$ cat config.mk
export PLATFORM = sky130hd
export DESIGN_NAME = cu_seq
export DESIGN_NICKNAME = d
export VERILOG_FILES = /design/src/rtl/cu_pkg.sv /design/src/rtl/cu_decode.sv /design/src/rtl/cu_seq.sv
export SDC_FILE = /design/constraint.sdc
export NUM_CORES = 1
export LEC_CHECK = 0
export ABC_AREA = 1
export BUFFER_PORTS_ARGS = -buffer_cell sky130_fd_sc_hd__buf_2
export CAP_MARGIN = 20
export CELL_PAD_IN_SITES_DETAIL_PLACEMENT = 0
export CELL_PAD_IN_SITES_GLOBAL_PLACEMENT = 1
export CORE_ASPECT_RATIO = 1.75
export CORE_MARGIN = 2
export CORE_UTILIZATION = 30
export CTS_CLUSTER_SIZE = 40
export DETAILED_ROUTE_END_ITERATION = 8
export PLACE_DENSITY_LB_ADDON = 0.12
export SLEW_MARGIN = 15
export SYNTH_ARGS = -nofsm -noshare
export SYNTH_HDL_FRONTEND = slang
export SYNTH_SLANG_ARGS = --single-unit
export TNS_END_PERCENT = 1
$ cat constraint.sdc
create_clock -name clk -period 3.9 [get_ports clk]
set_clock_uncertainty 0.2 [all_clocks]
set_input_delay 0.39 -clock clk [delete_from_list [all_inputs] [get_ports clk]]
set_output_delay 0.39 -clock clk [all_outputs]
set_load 0.02 [all_outputs]
$ cat src/rtl/cu_pkg.sv
`default_nettype none
// ============================================================================
// Module   : cu_pkg
// Purpose  : Shared opcodes, state encoding and output codes for the
//            cu_seq control sequencer.
// Revision : 1.0 - initial release
// ============================================================================
package cu_pkg;

   // Instruction opcodes (low 6 bits of the opcode field)
   localparam logic [5:0] OP_HLT = 6'h00;
   localparam logic [5:0] OP_LDI = 6'h10;
   localparam logic [5:0] OP_LUI = 6'h11;
   localparam logic [5:0] OP_LW  = 6'h18;
   localparam logic [5:0] OP_SW  = 6'h19;
   localparam logic [5:0] OP_LB  = 6'h1A;
   localparam logic [5:0] OP_SB  = 6'h1B;
   localparam logic [5:0] OP_JMP = 6'h1C;
   localparam logic [5:0] OP_JR  = 6'h1D;
   localparam logic [5:0] OP_BEQ = 6'h1E;
   localparam logic [5:0] OP_BLT = 6'h1F;

   // Sequencer states
   typedef enum logic [2:0] {
      ST_IF   = 3'd0,
      ST_ID   = 3'd1,
      ST_EX   = 3'd2,
      ST_MEM  = 3'd3,
      ST_WB   = 3'd4,
      ST_HALT = 3'd5
   } state_t;

   // ALU operations forced by the sequencer
   localparam logic [4:0] ALU_SUB  = 5'b00010;
   localparam logic [4:0] ALU_SLT  = 5'b01111;
   localparam logic [4:0] ALU_ADDI = 5'b10010;

   // Write-back mux selects
   localparam logic [1:0] MUX_NONE = 2'b00;
   localparam logic [1:0] MUX_MEM  = 2'b01;
   localparam logic [1:0] MUX_ALU  = 2'b10;
   localparam logic [1:0] MUX_IMM  = 2'b11;

   // Data-memory access sizes
   localparam logic [1:0] MEM_IDLE = 2'b00;
   localparam logic [1:0] MEM_BYTE = 2'b01;
   localparam logic [1:0] MEM_WORD = 2'b11;

endpackage : cu_pkg
`default_nettype wire

$ cat src/rtl/cu_decode.sv
`default_nettype none
// ============================================================================
// Module   : cu_decode
// Purpose  : Combinational instruction classifier. Any opcode that is not one
//            of the named encodings (including nonzero upper bits) is ALU class.
// Revision : 1.0 - initial release
// ============================================================================
module cu_decode
   import cu_pkg::*;
#(
   parameter int OPCODE_W = 6
) (
   input  logic [OPCODE_W-1:0] op_i,
   output logic                is_hlt_o,
   output logic                is_imm_o,
   output logic                is_branch_o,
   output logic                is_load_o,
   output logic                is_store_o,
   output logic                is_byte_o,
   output logic                is_alu_o
);

   logic       w_hi_zero;
   logic [5:0] w_low;

   assign w_low = op_i[5:0];

   generate
      if (OPCODE_W > 6) begin : g_hi_bits
         assign w_hi_zero = ~|op_i[OPCODE_W-1:6];
      end else begin : g_no_hi_bits
         assign w_hi_zero = 1'b1;
      end
   endgenerate

   // Classify the opcode; only exact encodings with clear upper bits are special
   always_comb begin
      is_hlt_o    = w_hi_zero && (w_low == OP_HLT);
      is_imm_o    = w_hi_zero && ((w_low == OP_LDI) || (w_low == OP_LUI));
      is_branch_o = w_hi_zero && (w_low[5:2] == OP_JMP[5:2]);
      is_load_o   = w_hi_zero && ((w_low == OP_LW) || (w_low == OP_LB));
      is_store_o  = w_hi_zero && ((w_low == OP_SW) || (w_low == OP_SB));
      is_byte_o   = w_hi_zero && ((w_low == OP_LB) || (w_low == OP_SB));
      is_alu_o    = !(is_hlt_o || is_imm_o || is_branch_o || is_load_o || is_store_o);
   end

endmodule : cu_decode
`default_nettype wire

$ cat src/rtl/cu_seq.sv
`default_nettype none
// ============================================================================
// Module   : cu_seq
// Purpose  : Single-clock multi-cycle control sequencer (IF/ID/EX/MEM/WB/HALT)
//            with memory wait handshakes, optional data-memory timeout fault,
//            resume from halt and a saturating retired-instruction counter.
// Revision : 1.0 - initial release
// ============================================================================
module cu_seq
   import cu_pkg::*;
#(
   parameter int OPCODE_W    = 6,
   parameter int ALU_OP_W    = 5,
   parameter int CNT_W       = 32,
   parameter int MEM_TIMEOUT = 0
) (
   input  logic                clk,
   input  logic                rst,
   input  logic [OPCODE_W-1:0] opcode,
   input  logic                imem_ready,
   input  logic                dmem_ack,
   input  logic                resume,
   output logic [5:0]          phase,
   output logic                ir_load,
   output logic                halt,
   output logic                fault,
   output logic                reg_read,
   output logic                reg_write,
   output logic                alu_enable,
   output logic [ALU_OP_W-1:0] alu_opcode,
   output logic [2:0]          branch_opcode,
   output logic [1:0]          mem_read,
   output logic [1:0]          mem_write,
   output logic [1:0]          mux_opcode,
   output logic [CNT_W-1:0]    retired
);

   localparam int WAIT_W = (MEM_TIMEOUT > 1) ? $clog2(MEM_TIMEOUT + 1) : 1;

   state_t              state_q, state_d;
   logic [OPCODE_W-1:0] op_q;
   logic [CNT_W-1:0]    retired_q, retired_d;
   logic                fault_q, fault_d;
   logic [WAIT_W-1:0]   wait_q, wait_d;
   logic                w_retire;
   logic                w_timeout;

   logic [OPCODE_W-1:0] w_dec_op;
   logic w_is_hlt, w_is_imm, w_is_branch, w_is_load, w_is_store, w_is_byte, w_is_alu;

   // op_q is only captured at the end of ID, so decisions made in ID must
   // classify the live opcode; every later state uses the captured copy.
   assign w_dec_op = (state_q == ST_ID) ? opcode : op_q;

   cu_decode #(
      .OPCODE_W (OPCODE_W)
   ) u_decode (
      .op_i        (w_dec_op),
      .is_hlt_o    (w_is_hlt),
      .is_imm_o    (w_is_imm),
      .is_branch_o (w_is_branch),
      .is_load_o   (w_is_load),
      .is_store_o  (w_is_store),
      .is_byte_o   (w_is_byte),
      .is_alu_o    (w_is_alu)
   );

   // Last MEM cycle allowed without an ack; dmem_ack still takes priority
   assign w_timeout = (MEM_TIMEOUT != 0) && (wait_q == WAIT_W'(MEM_TIMEOUT - 1));

   // State and datapath-control registers
   always_ff @(posedge clk) begin
      if (rst) begin
         state_q   <= ST_IF;
         op_q      <= '0;
         retired_q <= '0;
         fault_q   <= 1'b0;
         wait_q    <= '0;
      end else begin
         state_q   <= state_d;
         retired_q <= retired_d;
         fault_q   <= fault_d;
         wait_q    <= wait_d;
         if (state_q == ST_ID) begin
            op_q <= opcode;
         end
      end
   end

   // Next-state, wait-counter, fault and retire-count logic
   always_comb begin
      state_d  = state_q;
      fault_d  = fault_q;
      wait_d   = '0;
      w_retire = 1'b0;
      case (state_q)
         ST_IF: begin
            if (imem_ready) state_d = ST_ID;
         end
         ST_ID: begin
            if (w_is_hlt)      state_d = ST_HALT;
            else if (w_is_imm) state_d = ST_WB;
            else               state_d = ST_EX;
         end
         ST_EX: begin
            if (w_is_branch) begin
               state_d  = ST_IF;
               w_retire = 1'b1;
            end else if (w_is_load || w_is_store) begin
               state_d = ST_MEM;
            end else begin
               state_d = ST_WB;
            end
         end
         ST_MEM: begin
            if (dmem_ack) begin
               if (w_is_load) begin
                  state_d = ST_WB;
               end else begin
                  state_d  = ST_IF;
                  w_retire = 1'b1;
               end
            end else if (w_timeout) begin
               state_d = ST_HALT;
               fault_d = 1'b1;
            end else begin
               wait_d = wait_q + WAIT_W'(1);
            end
         end
         ST_WB: begin
            state_d  = ST_IF;
            w_retire = 1'b1;
         end
         ST_HALT: begin
            if (resume && !fault_q) state_d = ST_IF;
         end
         default: state_d = ST_IF;
      endcase

      retired_d = retired_q;
      if (w_retire && (retired_q != {CNT_W{1'b1}})) begin
         retired_d = retired_q + CNT_W'(1);
      end
   end

   // Moore outputs decoded from the current state and instruction class
   always_comb begin
      phase         = 6'b000000;
      ir_load       = 1'b0;
      halt          = 1'b0;
      reg_read      = 1'b0;
      reg_write     = 1'b0;
      alu_enable    = 1'b0;
      alu_opcode    = '0;
      branch_opcode = 3'b000;
      mem_read      = MEM_IDLE;
      mem_write     = MEM_IDLE;
      mux_opcode    = MUX_NONE;
      case (state_q)
         ST_IF: begin
            phase   = 6'b000001;
            ir_load = imem_ready;
         end
         ST_ID: begin
            phase    = 6'b000010;
            reg_read = !w_is_hlt;
         end
         ST_EX: begin
            phase = 6'b000100;
            // JMP and JR (op[1]=0 within the branch group) need no ALU
            alu_enable = !(w_is_branch && !op_q[1]);
            if (w_is_branch) begin
               branch_opcode = {1'b1, op_q[1:0]};
               if (op_q[5:0] == OP_BEQ)      alu_opcode = ALU_OP_W'(ALU_SUB);
               else if (op_q[5:0] == OP_BLT) alu_opcode = ALU_OP_W'(ALU_SLT);
            end else if (w_is_load || w_is_store) begin
               alu_opcode = ALU_OP_W'(ALU_ADDI);
            end else if (w_is_alu) begin
               alu_opcode = ALU_OP_W'(op_q[4:0]);
            end
         end
         ST_MEM: begin
            phase = 6'b001000;
            if (w_is_load)  mem_read  = w_is_byte ? MEM_BYTE : MEM_WORD;
            if (w_is_store) mem_write = w_is_byte ? MEM_BYTE : MEM_WORD;
         end
         ST_WB: begin
            phase     = 6'b010000;
            reg_write = 1'b1;
            if (w_is_load)     mux_opcode = MUX_MEM;
            else if (w_is_imm) mux_opcode = MUX_IMM;
            else if (w_is_alu) mux_opcode = MUX_ALU;
         end
         ST_HALT: begin
            phase = 6'b100000;
            halt  = 1'b1;
         end
         default: phase = 6'b000000;
      endcase
   end

   assign fault   = fault_q;
   assign retired = retired_q;

endmodule : cu_seq
`default_nettype wire

==> qor.txt, run 1 <==
status: finished clean
cell taking the most area after synthesis: dfxtp_1
Post-route DRC: 0
Vert. Die Dim: 140 µm
GR Util All Layers: 18.1%
drt first pass iters: 4
most frequent cell after synthesis: nand2_1
Nets: 522
Critical R2R Capture: retired[10]
Initial Util: 30.9%
CP Launch Type: register
Avg Inst Size Synth: 6.99 µm²
overflow left after global routing: 0
clk_lat worst skew: 280 ps
Peak VDD IR: 277 µV
Root Buffer: clkbuf_16
Resized cells post-CTS: 0
H-tree depth: 2
CP max stage cell: dfxtp_1
first-pass GRT wire length: 15800 µm
Hold Path Depth: 4
RSZ-0062 raised after global routing: false
final setup vio count: 0
wire per inst: 15.4 µm
worst reg2reg path depth: 11
Worst slew margin: 29.6%
Synth top area share: 26.0%
RD Place Congestion: 0.905
worst-path fanout max: 15
CP required: 3310 ps
Hold EP: state_q[2]
IO buf count: 67
Antenna diodes: 0
share of cells above drive strength 1: 32.4%
CTS sink cnt: 41
number of global-route vias before repair: 3134
Initial DRC Count: 58
Post-Syn Area: 0.00316 mm²
post-route total power: 1.65 mW
leakage: 1.58 nW
TritonCTS buffer count: 5
Layout area overhead: 15.6%
Syn Inst Count: 452
Worst-Margin Slew: 1060 ps
crit-path leading delay family: simple AND/OR/NAND/NOR gates
Final period util: 76.0%
Hold Buf Count CTS: 0
final worst path period need: 2960 ps
largest net degree at the start of global routing: 42
Seq/Total Area, Yosys: 26.0%
final-report hold violation count: 0
crit path kind: register to output port
die area: 0.0114 mm²
Worst Path Arrival: 2370 ps
Core ar.: 0.0102 mm²
Horiz. Die Dim: 81.6 µm
Hold Startpoint: resume
Max Cap Viol: 0
worst-case clock buffer depth: 2
kind of end point of the critical path: output port
Crit path top cell by count: nand2_1
final max-slew violation count: 0
Yosys reg bits: 41
row cnt: 49
total routed wirelength: 9810 µm
Via density: 4.76
synth top area cells: dfxtp_1, nand2_1, a21oi_2, nand3_1, nand2_2
Worst-path clk slew: 50 ps
Synth Net Count: 464
yosys warns: 0
Main synth FF type: dfxtp_1
Detailed Place HPWL: 7920 µm
antenna violations before repair: 0
Hold Path Class: input port to register
critical path, cell by cell: inv_2, nand3_4, nand2_1, nand2_1, nor2_1, nand2_1, o21ai_0, inv_1, o21ai_0, nor2_1, buf_2
CTS tree: yes
Post-CTS Setup Bufs: 0
Detail Route Antenna Nets: 0
Synth cell types: 36
number of flops mapped to enable cells by yosys: 0
via count: 3029
Fin Setup TNS: 0 ps
commonest cells in the synthesized netlist: nand2_1, nor2_1, nand3_1, dfxtp_1, inv_1
reg2reg setup slack: 970 ps
pwr dens: 452 mW/mm²
reg2reg start: retired[0]
Bufs and invs on worst path: 3
critical path's largest stage delay: 360 ps
ys async rst share: 0%
fmax: 0.338 GHz
Top Ports: 69
[worst max path at each step]
| stage | start | to | slack, ps | cells past startpoint |
|---|---|---|---|---|
| after detailed placement | retired[0] | retired[9] | 930 | 11 |
| after global placement | retired[0] | retired[8] | 970 | 11 |
| after CTS | retired[0] | retired[9] | 910 | 11 |
| after floorplan | state_q[1] | alu_opcode[2] | 1420 | 6 |
| after global routing | state_q[2] | alu_opcode[2] | 720 | 11 |
| final | state_q[2] | alu_opcode[2] | 940 | 11 |
[routing by layer]
metal / part of all wire (%) / global-route usage [%] / routed length [µm]
met1: 34 / 16.9 / 3360
met2: 58 / 35.6 / 5690
met3: 3.5 / 2.59 / 345
met4: 4.2 / 9.47 / 414
met5: 0 / 0 / 0
[power breakdown]
| part | total, mW | internal (mW) | switching [mW] |
|---|---|---|---|
| Clock | 0.410 | 0.251 | 0.159 |
| Combinational | 0.729 | 0.197 | 0.532 |
| Sequential | 0.510 | 0.459 | 0.0514 |
[area by class of cell]
type / count / area (µm²)
Clock buffer: 7 / 143
Fill cell: 1151 / 6590
Inverter: 45 / 169
Multi-Input combinational cell: 349 / 2020
Sequential cell: 41 / 821
Tap cell: 127 / 159
Timing Repair Buffer: 68 / 343
[cell families after synthesis]
family | count (synthesis) | share of synthesized area (%)
and+or+nand+nor | 269 | 44.0
buffers and inverters | 62 | 10.1
AOI/OAI and AO/OA | 50 | 11.7
DFF | 41 | 26.0
xor gates and xnor gates | 28 | 7.76
adders and majority gates | 1 | 0.396
other | 1 | 0.119
[cell usage in the layout (no fill, tap or decap), types with 2 or more instances in the layout]
| master | netlist | final |
|---|---|---|
| nor2_2 | 2 | 2 |
| nand2_1 | 83 | 83 |
| xnor2_1 | 7 | 7 |
| nand2_4 | 8 | 8 |
| inv_2 | 4 | 4 |
| buf_2 | 0 | 67 |
| clkbuf_16 | 0 | 5 |
| a21oi_1 | 9 | 9 |
| nand4_1 | 4 | 4 |
| nor4_1 | 3 | 3 |
| nor3_1 | 17 | 17 |
| nor3_2 | 2 | 2 |
| nand3_1 | 50 | 50 |
| nor2_8 | 2 | 2 |
| nor2_4 | 2 | 2 |
| nand3b_1 | 4 | 4 |
| nor2_1 | 51 | 51 |
| inv_1 | 41 | 41 |
| a21oi_2 | 30 | 30 |
| xor2_1 | 21 | 21 |
| nand2_2 | 36 | 36 |
| dfxtp_1 | 41 | 41 |
| o21ai_0 | 8 | 8 |
[registers in the layout (all words and copies together), names as in the netlist]
register  flops
retired      32
state_q       3
op_q          6
[stage by stage]
stage | std cells | cell area [µm²] | hold WS (ps) | util [%] | setup slack (ps)
after detailed placement | 630 | 3510 | 277 | 34.3 | 930
after global routing | 637 | 3650 | 252 | 35.7 | 719
after floorplan | 452 | 3160 | 350 | - | 1420
final | 637 | 3650 | 204 | 35.7 | 938
after global placement | 630 | 3510 | 274 | 34.3 | 972
after CTS | 637 | 3650 | 199 | 35.7 | 908
[tightest hold or removal path, delay by kind of cell]
family	cells	cell delay (ps)
compound gates	1	60
simple gates	1	50
buf+inv	2	140
Note: power is estimated with default switching activity, not from simulation.
==> inputs of run 2 (changes only) <==
- clock period: 3.9 -> 2.55 ns (I/O delays scaled with it)
==> qor.txt, run 2 (same netlist as run 1, synthesis figures left out) <==
Via density: 4.81 (+1.2%)
Peak VDD IR: 394 µV (+42%)
Core ar.: 0.0102 mm² (unchanged)
Vert. Die Dim: 140 µm (unchanged)
RSZ-0062 raised after global routing: true
crit path kind: register to output port
antenna violations before repair: 0 (unchanged)
Horiz. Die Dim: 81.6 µm (unchanged)
CTS tree: yes
worst reg2reg path depth: 14 (+3)
overflow left after global routing: 0 (unchanged)
Antenna diodes: 0 (unchanged)
GR Util All Layers: 18.5% (+0.42 points)
Layout area overhead: 26.9%
post-route total power: 3.01 mW (+83%)
share of cells above drive strength 1: 38.8% (+6.5 points)
CP required: 2100 ps (-1210 ps)
Final period util: 98.5%
wire per inst: 15.6 µm (+1.5%)
largest net degree at the start of global routing: 33 (-21%)
Detailed Place HPWL: 8210 µm (+3.7%)
die area: 0.0114 mm² (unchanged)
status: finished clean
Post-route DRC: 0 (unchanged)
Initial DRC Count: 66 (+14%)
fmax: 0.398 GHz
final setup vio count: 0 (unchanged)
clk_lat worst skew: 290 ps (about the same)
fin cells: 668 (+4.9%)
via count: 3215 (+6.1%)
H-tree depth: 2 (unchanged)
commonest non-fill, non-tap cell in the layout: nand2_1
CP Launch Type: register
Detail Route Antenna Nets: 0 (unchanged)
final max-slew violation count: 0 (unchanged)
RD Place Congestion: 0.857 (-5.3%)
Initial Util: 30.9% (unchanged)
Hold Path Depth: 3 (-1)
Worst-path clk slew: 60 ps (about the same)
Max Cap Viol: 0 (unchanged)
first-pass GRT wire length: 16100 µm (+2.3%)
row cnt: 49 (unchanged)
number of global-route vias before repair: 3253 (+3.8%)
final worst path period need: 2510 ps
Worst-Margin Slew: 605 ps (-451 ps)
TritonCTS buffer count: 5 (unchanged)
total routed wirelength: 10400 µm (+6.4%)
worst-path fanout max: 5 (-10)
pwr dens: 752 mW/mm² (+67%)
final-report hold violation count: 0 (unchanged)
Worst slew margin: 59.7% (+30 points)
drt first pass iters: 4 (unchanged)
placed insts: 646 (+2.5%)
leakage: 1.76 nW (+11%)
max reg flops: 32 (unchanged)
CTS sink cnt: 41 (unchanged)
Root Buffer: clkbuf_16
Worst Path Arrival: 2060 ps (-310 ps)
Hold Path Class: input port to register
IO buf count: 67 (unchanged)
Nets: 553 (+5.9%)
Hold Buf Count CTS: 0 (unchanged)
Top Ports: 69 (unchanged)
most frequent cells in the layout: nand2_1, buf_2, nand3_1, nor2_1
worst-case clock buffer depth: 2 (unchanged)
kind of end point of the critical path: output port
==> run 2: per-stage QoR <==
stage | cell area (µm²) | TNS, ps | setup slack, ps | hold WS (ps) | util, %
floorplan | 3160 | 0 | 204 | 215 | -
global placement | 3660 | -127 | -45.8 | 291 | 35.7
detailed placement | 3660 | -179 | -62.8 | 295 | 35.7
CTS | 3880 | -1.09 | -1.09 | 58.9 | 37.9
global route | 4010 | -141 | -43.5 | 52.7 | 39.1
finish | 4010 | 0 | 37.4 | 56.1 | 39.1
==> run 2: final timing paths <==
check                    from            end  slack, ps
setup / recovery   state_q[0]  alu_opcode[3]         40
hold / removal      opcode[1]        op_q[1]         60
hold reg to reg   retired[31]    retired[31]        290
setup reg to reg   state_q[0]     retired[9]        200
==> run 2: metal layers <==
layer	GRT usage [%]	part of all wire [%]	vias up
li1	-	-	1624
met1	16.9	34	1477
met2	35.9	56	82
met3	3.05	3.9	32
met4	11.2	5.7	0
met5	0	0	-
==> run 2: final cells by class <==
cell class              count  area (µm²)
inverters                  45         176
well taps                 127         159
fillers                  1127        6230
flip-flops and latches     41         827
repair buffers             98         619
multi-input cells         350        2080
clock buffers               7         143
==> run 2: power by group <==
part / internal, mW / switching, mW
Clock: 0.385 / 0.251
Combinational: 0.603 / 1.00
Sequential: 0.708 / 0.0640
Total: 1.70 / 1.32
==> run 2: what timing repair did <==
action | 4_1_cts | 5_1_grt
setup buffers | 7 | 7
gates resized for setup | 12 | 16
gates cloned | 0 | 1
endpoints found under the setup margin | 7 | 5
pin swaps | 4 | 7
==> run 2: worst max-delay path: stages, from the launching register on <==
cell and delay [ps]:
dfxtp_4 370, inv_2 70, nor2_4 160, nand3b_1 180, nand2_2 150, buf_4 120
buf_4 100, nand4_1 130, nand3_2 130, nand2_2 70, o21ai_0 70, nor2_1 60
buf_4 160
